[src/rtl/fetch_line_queue.sv]
// =============================================================================
// fetch_line_queue : 4 x 16-byte circular instruction byte queue with window.
// Optional feature macro: FE_SEG_LIMIT_CHECK_EN.  Revision: 1.0
// =============================================================================
`default_nettype none

module fetch_line_queue (
  input  logic         clk,
  input  logic         reset,
  input  logic         load_eip,
  input  logic [31:0]  eip_in,
  output logic         icache_en,
  output logic [31:0]  icache_address,
  input  logic         icache_ready,
  input  logic [127:0] icache_data,
  input  logic [31:0]  cs_limit,
  input  logic         consume,
  input  logic [3:0]   consume_len,
  output logic         win_valid,
  output logic [127:0] window,
  output logic [31:0]  eip_out,
  output logic [5:0]   rd_ptr,
  output logic         segment_limit_exception
);

  localparam logic [2:0] C_DEPTH = 3'd4;

  logic [127:0] mem_q [4];
  logic [1:0]   wr_idx_q, wr_idx_d;
  logic [2:0]   count_q, count_d;
  logic [5:0]   rd_ptr_q, rd_ptr_d;
  logic [31:0]  fetch_addr_q, fetch_addr_d;
  logic [31:0]  eip_q, eip_d;

  logic         w_limit_block;
  logic         w_fill;
  logic         w_consume;
  logic         w_free;
  logic [5:0]   w_rd_next;
  logic [255:0] w_pair;
  logic [255:0] w_shift;
  logic [127:0] w_unused_hi;

`ifdef FE_SEG_LIMIT_CHECK_EN
  logic exc_q, exc_d;

  assign w_limit_block = (fetch_addr_q > cs_limit);

  always_comb begin
    exc_d = exc_q;
    if (load_eip) begin
      exc_d = 1'b0;
    end else if (!win_valid && w_limit_block && (count_q < C_DEPTH)) begin
      exc_d = 1'b1;
    end
  end

  always_ff @(posedge clk) begin
    if (reset) begin
      exc_q <= 1'b0;
    end else begin
      exc_q <= exc_d;
    end
  end

  assign segment_limit_exception = exc_q;
`else
  logic w_unused_limit;

  assign w_limit_block           = 1'b0;
  assign w_unused_limit          = ^cs_limit;
  assign segment_limit_exception = 1'b0;
`endif

  assign icache_en      = (count_q < C_DEPTH) && !reset && !w_limit_block;
  assign icache_address = fetch_addr_q;
  assign win_valid      = !reset &&
                          ((count_q >= 3'd2) || ((count_q >= 3'd1) && (rd_ptr_q[3:0] == 4'd0)));

  // Current entry in the low half so a right shift by the byte offset aligns byte 0.
  assign w_pair      = {mem_q[rd_ptr_q[5:4] + 2'd1], mem_q[rd_ptr_q[5:4]]};
  assign w_shift     = w_pair >> {rd_ptr_q[3:0], 3'b000};
  assign window      = w_shift[127:0];
  assign w_unused_hi = w_shift[255:128];

  assign eip_out = eip_q;
  assign rd_ptr  = rd_ptr_q;

  assign w_fill    = icache_en && icache_ready && !load_eip;
  assign w_consume = consume && win_valid && (consume_len != 4'd0) && !load_eip;
  assign w_rd_next = rd_ptr_q + {2'b00, consume_len};
  assign w_free    = w_consume && (w_rd_next[5:4] != rd_ptr_q[5:4]);

  always_comb begin
    wr_idx_d     = wr_idx_q;
    count_d      = count_q;
    rd_ptr_d     = rd_ptr_q;
    fetch_addr_d = fetch_addr_q;
    eip_d        = eip_q;
    if (load_eip) begin
      wr_idx_d     = 2'd0;
      count_d      = 3'd0;
      rd_ptr_d     = {2'b00, eip_in[3:0]};
      fetch_addr_d = {eip_in[31:4], 4'h0};
      eip_d        = eip_in;
    end else begin
      if (w_fill) begin
        wr_idx_d     = wr_idx_q + 2'd1;
        fetch_addr_d = fetch_addr_q + 32'd16;
      end
      if (w_consume) begin
        rd_ptr_d = w_rd_next;
        eip_d    = eip_q + {28'd0, consume_len};
      end
      count_d = count_q + {2'b00, w_fill} - {2'b00, w_free};
    end
  end

  always_ff @(posedge clk) begin
    if (reset) begin
      wr_idx_q     <= 2'd0;
      count_q      <= 3'd0;
      rd_ptr_q     <= 6'd0;
      fetch_addr_q <= 32'd0;
      eip_q        <= 32'd0;
    end else begin
      wr_idx_q     <= wr_idx_d;
      count_q      <= count_d;
      rd_ptr_q     <= rd_ptr_d;
      fetch_addr_q <= fetch_addr_d;
      eip_q        <= eip_d;
    end
  end

  always_ff @(posedge clk) begin
    if (reset) begin
      for (int i = 0; i < 4; i++) begin
        mem_q[i] <= '0;
      end
    end else if (w_fill) begin
      mem_q[wr_idx_q] <= icache_data;
    end
  end

endmodule

`default_nettype wire

[config.mk]
export PLATFORM = sky130hd
export DESIGN_NAME = fetch_line_queue
export DESIGN_NICKNAME = d
export VERILOG_FILES = /design/src/rtl/fetch_line_queue.sv
export SDC_FILE = /design/constraint.sdc
export NUM_CORES = 2
export LEC_CHECK = 0
export CAP_MARGIN = 20
export CORE_MARGIN = 2
export CORE_UTILIZATION = 35
export CTS_CLUSTER_SIZE = 28
export DETAILED_ROUTE_END_ITERATION = 7
export REMOVE_ABC_BUFFERS = 1
export SYNTH_ARGS = -nofsm -noshare
export SYNTH_HDL_FRONTEND = slang
export SYNTH_SLANG_ARGS = --single-unit
[constraint.sdc]
create_clock -name clk -period 20.8 [get_ports clk]
set_input_delay 4.16 -clock clk [delete_from_list [all_inputs] [get_ports clk]]
set_output_delay 4.16 -clock clk [all_outputs]
set_load 0.005 [all_outputs]
# == After elaboration in Yosys (flattened, before gate mapping) ==
# Memory sizes are Yosys's and may differ from the RTL's. A register that Yosys moved wholly into a read port is not among the register bits.
# Cells that the tools add are included.
# op_classes
magnitude_cmp,3
reduce_logical,18
addsub,7
eq_ne,1
mux,16
shifts,1
# op_table
op,n
256-bit by 7-bit right shift with 128-bit output,1
128-bit 2-to-1 mux,1
32-bit 2-to-1 mux,4
128-bit OR reduction,1
32-bit by 4-bit adder with 32-bit output,1
"32-bit by 5-bit adder with 32-bit output, second input constant",1
1-bit logical AND,9
4-bit 2-to-1 mux,2
6-bit by 4-bit adder with 6-bit output,1
1-bit 2-to-1 mux,6
2-bit 2-to-1 mux,3
"2-bit by 1-bit adder with 2-bit output, second input constant",2
4-bit zero test,1
2-bit nonzero test,2
4-bit nonzero test,1
3-bit by 1-bit adder with 3-bit output,1
"3-bit by 1-bit >= comparator with 1-bit output, second input constant",1
"3-bit by 2-bit >= comparator with 1-bit output, second input constant",1
"3-bit less-than comparator, second input constant",1
3-bit by 1-bit subtractor with 3-bit output,1
1-bit zero test,2
2-bit inequality test,1
2-bit OR reduction,1
1-bit logical OR,1
# word_totals
memories,1
input_bits,201
ff_bits,75
mem_bits_rw,512
# mem_list
memory,depth,word_bits,rd,rd_clocked_by_memory_dff,write_ports,line,rtl
mem_q,4,128,2,1,4,28,logic [127:0] mem_q [4];

# == Longest topological paths before layout ==
# depth
depth_word,9
mapped_depth,17
ltp_nobuf,12

# == Worst setup path after synthesis ==
# OpenSTA, ideal clock, no wires.
# synth_timing
kind,input port to flip-flop
from,input reset
to,"memory mem_q[3][0], enable pin"
cell_stages,7
required_time_ns,20.184
setup_time_ns,0.616
setup_slack_ns,9.802
arrival_time_ns,10.382
n_path_buf,2
cell_sequence,clkbuf_1 nor3b_4 and2_1 inv_1 nor2_1 clkbuf_1 nor2_1
# synth_lines
element,line,rtl
from (decl),9,"input logic reset,"
to (decl),28,

# == Worst setup path in the final report ==
# layout_timing
from,"register rd_ptr_q[4], in the netlist rd_ptr[4]"
to,output window[112]
# layout_via
elab_chain_cells,3
# layout_rtl
element,line,rtl
from (decl),31,"logic [5:0] rd_ptr_q, rd_ptr_d;"
from (signal assigned),129,rd_ptr_q <= rd_ptr_d;
2-bit by 1-bit adder with 2-bit output,81,"assign w_pair = {mem_q[rd_ptr_q[5:4] + 2'd1], mem_q[rd_ptr_q[5:4]]};"
memory 4 x 128 bit,n/a,
256-bit by 7-bit right shift with 128-bit output,82,"assign w_shift = w_pair >> {rd_ptr_q[3:0], 3'b000};"
to (decl),20,"output logic [127:0] window,"
# No other way between the ends.

==> results_dict.tcl <==
set metrics [dict create \
    cp_max_fo 51 \
    powerDensity_nw_per_um2 72.8 \
    ys_ff_latch 585 \
    async_flop_share 0 \
    start_util 0.353 \
    wl_per_cell_um 29.6 \
    dieHeight_um 339 \
    core_um2 111000 \
    cts-buffers-inserted 71 \
    grt_max_degree 108 \
    path_cells "buf_4, buf_4, mux2i_1, mux4_2, mux4_2, o21ai_0, clkdlybuf4s50_1" \
    cts-root-buf "clkbuf_16" \
    dp_hpwl_um 97600 \
    drtAntennaViolNets 0 \
    rsz0062_at_grt "false" \
    min_path_type "reg -> reg" \
    start_kind "flop" \
    die_x_um 339 \
    netlist_area_um2 39200 \
    ys_seq_area_frac 0.430 \
    worst_slew_pin_slew_ns 1.23 \
    yosysUniqueCellTypes 82 \
    h-tree-depth 3 \
    period_needed_ns 9.81 \
    holdWs_ns 0.523 \
    dp_cells 4967 \
    cp.buffers_inverters 3 \
    drc_errors 0 \
    final_nets 3772 \
    post-route-period-util 0.472 \
    antenna_found_initial 23 \
    clk_latency_ns 0.65 \
    grt_overflow 0 \
    timing.fmax_ghz 0.102 \
    drt-initial-drc-count 3665 \
    drt_pass1_iterations 6 \
    drv_cap 0 \
    ios 402 \
    num_vias 31900 \
    cts_buffer_depth 3 \
    endpoint_kind "primary output" \
    synthFlopType "edfxtp_1" \
    synth_cells 3383 \
    vias_per_cell 6.24 \
    cts_resized 0 \
    criticalPathCategory "reg -> out" \
    drive_gt1_frac 0.153 \
    fillers 10600 \
    fp.dieArea_um2 115000 \
    syn_area_per_cell_um2 11.6 \
    area_growth_syn_to_layout_pct 17.5 \
    synthTopCellsByArea "edfxtp_1, mux4_2, mux2i_1" \
    p_total_mw 3.35 \
    hold_viol 0 \
    slowest_delay_ns 0.84 \
    stdcell_count 5106 \
    cts_tree "built" \
    globalplace.congestion 0.921 \
    port_buffers 364 \
    crit_slowest_cell "dfxtp_4" \
    final.setup_skew_ns 0.0223 \
    slew_headroom 0.176 \
    drv_slew 0 \
    post_cts_buffers 0 \
    synth_top_area_frac 0.392 \
    ys_warn_count 0 \
    grt_pass1_wl_um 219000 \
    synth_edf_count 512 \
    grt_use_total 0.255 \
    ctsHoldBuffers 0 \
    cp.arrival_ns 5.65 \
    cts_sinks 585 \
    yosysTopAreaCell "edfxtp_1" \
    wl_um 151000 \
    peakVddDrop_uv 47.3 \
    rows 122 \
    grt_pass1_vias 31400 \
    status "finished clean" \
    setup_viol 0 \
    clk_pin_slew_worst_paths_ns 0.06 \
    power_leakage_nw 16.3 \
    required_ns 16.64 \
    critPathTopFamily "buffers and inverters" \
    finalSetupTns_ns 0 \
]
## cell usage in the layout (no fill, tap or decap), drive strengths merged, types with 78 or more instances in the layout
cell type and instances:
mux2i 287, mux4 230, and2 281, mux2 78, a21oi 82, edfxtp 512
clkdlybuf4s50 362, nand2 244, o21ai 93, a22oi 80, o221ai 91, nor2 123
clkbuf 89, and3 279
## sequential cells by signal, indices dropped and copies added (netlist names), named ones only
name and cells:
count_q 3, mem_q 512, rd_ptr 6, eip_out 32, icache_address 28, wr_idx_q 2
## cell families (layout without fill, tap and decap cells)
| logic type | Yosys count | after routing | synth area share |
|---|---|---|---|
| simple gates | 1082 | 1082 | 0.149 |
| other cells | 1 | 12 | 0.0000957 |
| mux | 595 | 595 | 0.229 |
| compound gates | 684 | 684 | 0.127 |
| xor+xnor | 35 | 35 | 0.00783 |
| buf+inv | 385 | 609 | 0.0513 |
| fa+ha+maj | 16 | 16 | 0.00569 |
| flops | 585 | 585 | 0.430 |
## where the power goes
group          switching [mW]  internal [mW]
logic                   0.369          0.281
clock network           0.542          0.781
registers              0.0419           1.33
total                   0.953           2.40
## path summary, 6_finish.rpt
check,start,endpoint,slack (ns),cells after the start
worst max-delay path,rd_ptr[4],window[112],10.99,7
worst min-delay path,eip_out[0],eip_out[0],0.52,2
worst max register to register,count_q[2],mem_q[1][126],16.61,8
worst min register to register,eip_out[0],eip_out[0],0.52,2
## metal layers
metal,global-route usage,wire length [µm]
met4,0.128,7960
met1,0.325,58200
met3,0.0711,15400
met5,0,173
met2,0.399,69300
## cells in the mapped netlist (43+ instances only)
cell,instances
o221ai_1,91
edfxtp_1,512
and3_1,278
nand2_1,243
mux2i_1,287
mux4_2,213
nor2_1,123
a21oi_1,82
nand3_1,43
o21ai_0,91
mux2_2,78
clkbuf_1,196
a22oi_1,80
and2_1,281
o22ai_1,57
buf_2,51
dfxtp_1,73
inv_1,45
## through the flow
stage / utilization / cell area [µm²] / worst slack [ns]
after floorplan: - / 37400 / 5.61
after global placement: 0.393 / 43500 / 11.39
after detailed placement: 0.393 / 43500 / 11.37
after CTS: 0.415 / 45900 / 10.98
after global routing: 0.415 / 46000 / 10.86
final: 0.415 / 46000 / 10.99
## tightest hold or removal path: cells and delay by family, from the launching register on
| family | cells | cell delay (ns) |
|---|---|---|
| AOI/OAI and AO/OA | 1 | 0.07 |
| DFF | 1 | 0.34 |
| and+or+nand+nor | 1 | 0.07 |
## layout make-up
class                   count  area, µm²  share of cell area
multi-input cells        2417      20500               0.444
flip-flops and latches    585      16900               0.366
repair buffers            433       4220              0.0918
clock buffers              89       1870              0.0407
well taps                1488       1860              0.0404
clock inverters            40        537              0.0117
inverters                  47        191             0.00416
diodes                      7       17.5            0.000380
Note: power is estimated with default switching activity, not from simulation.
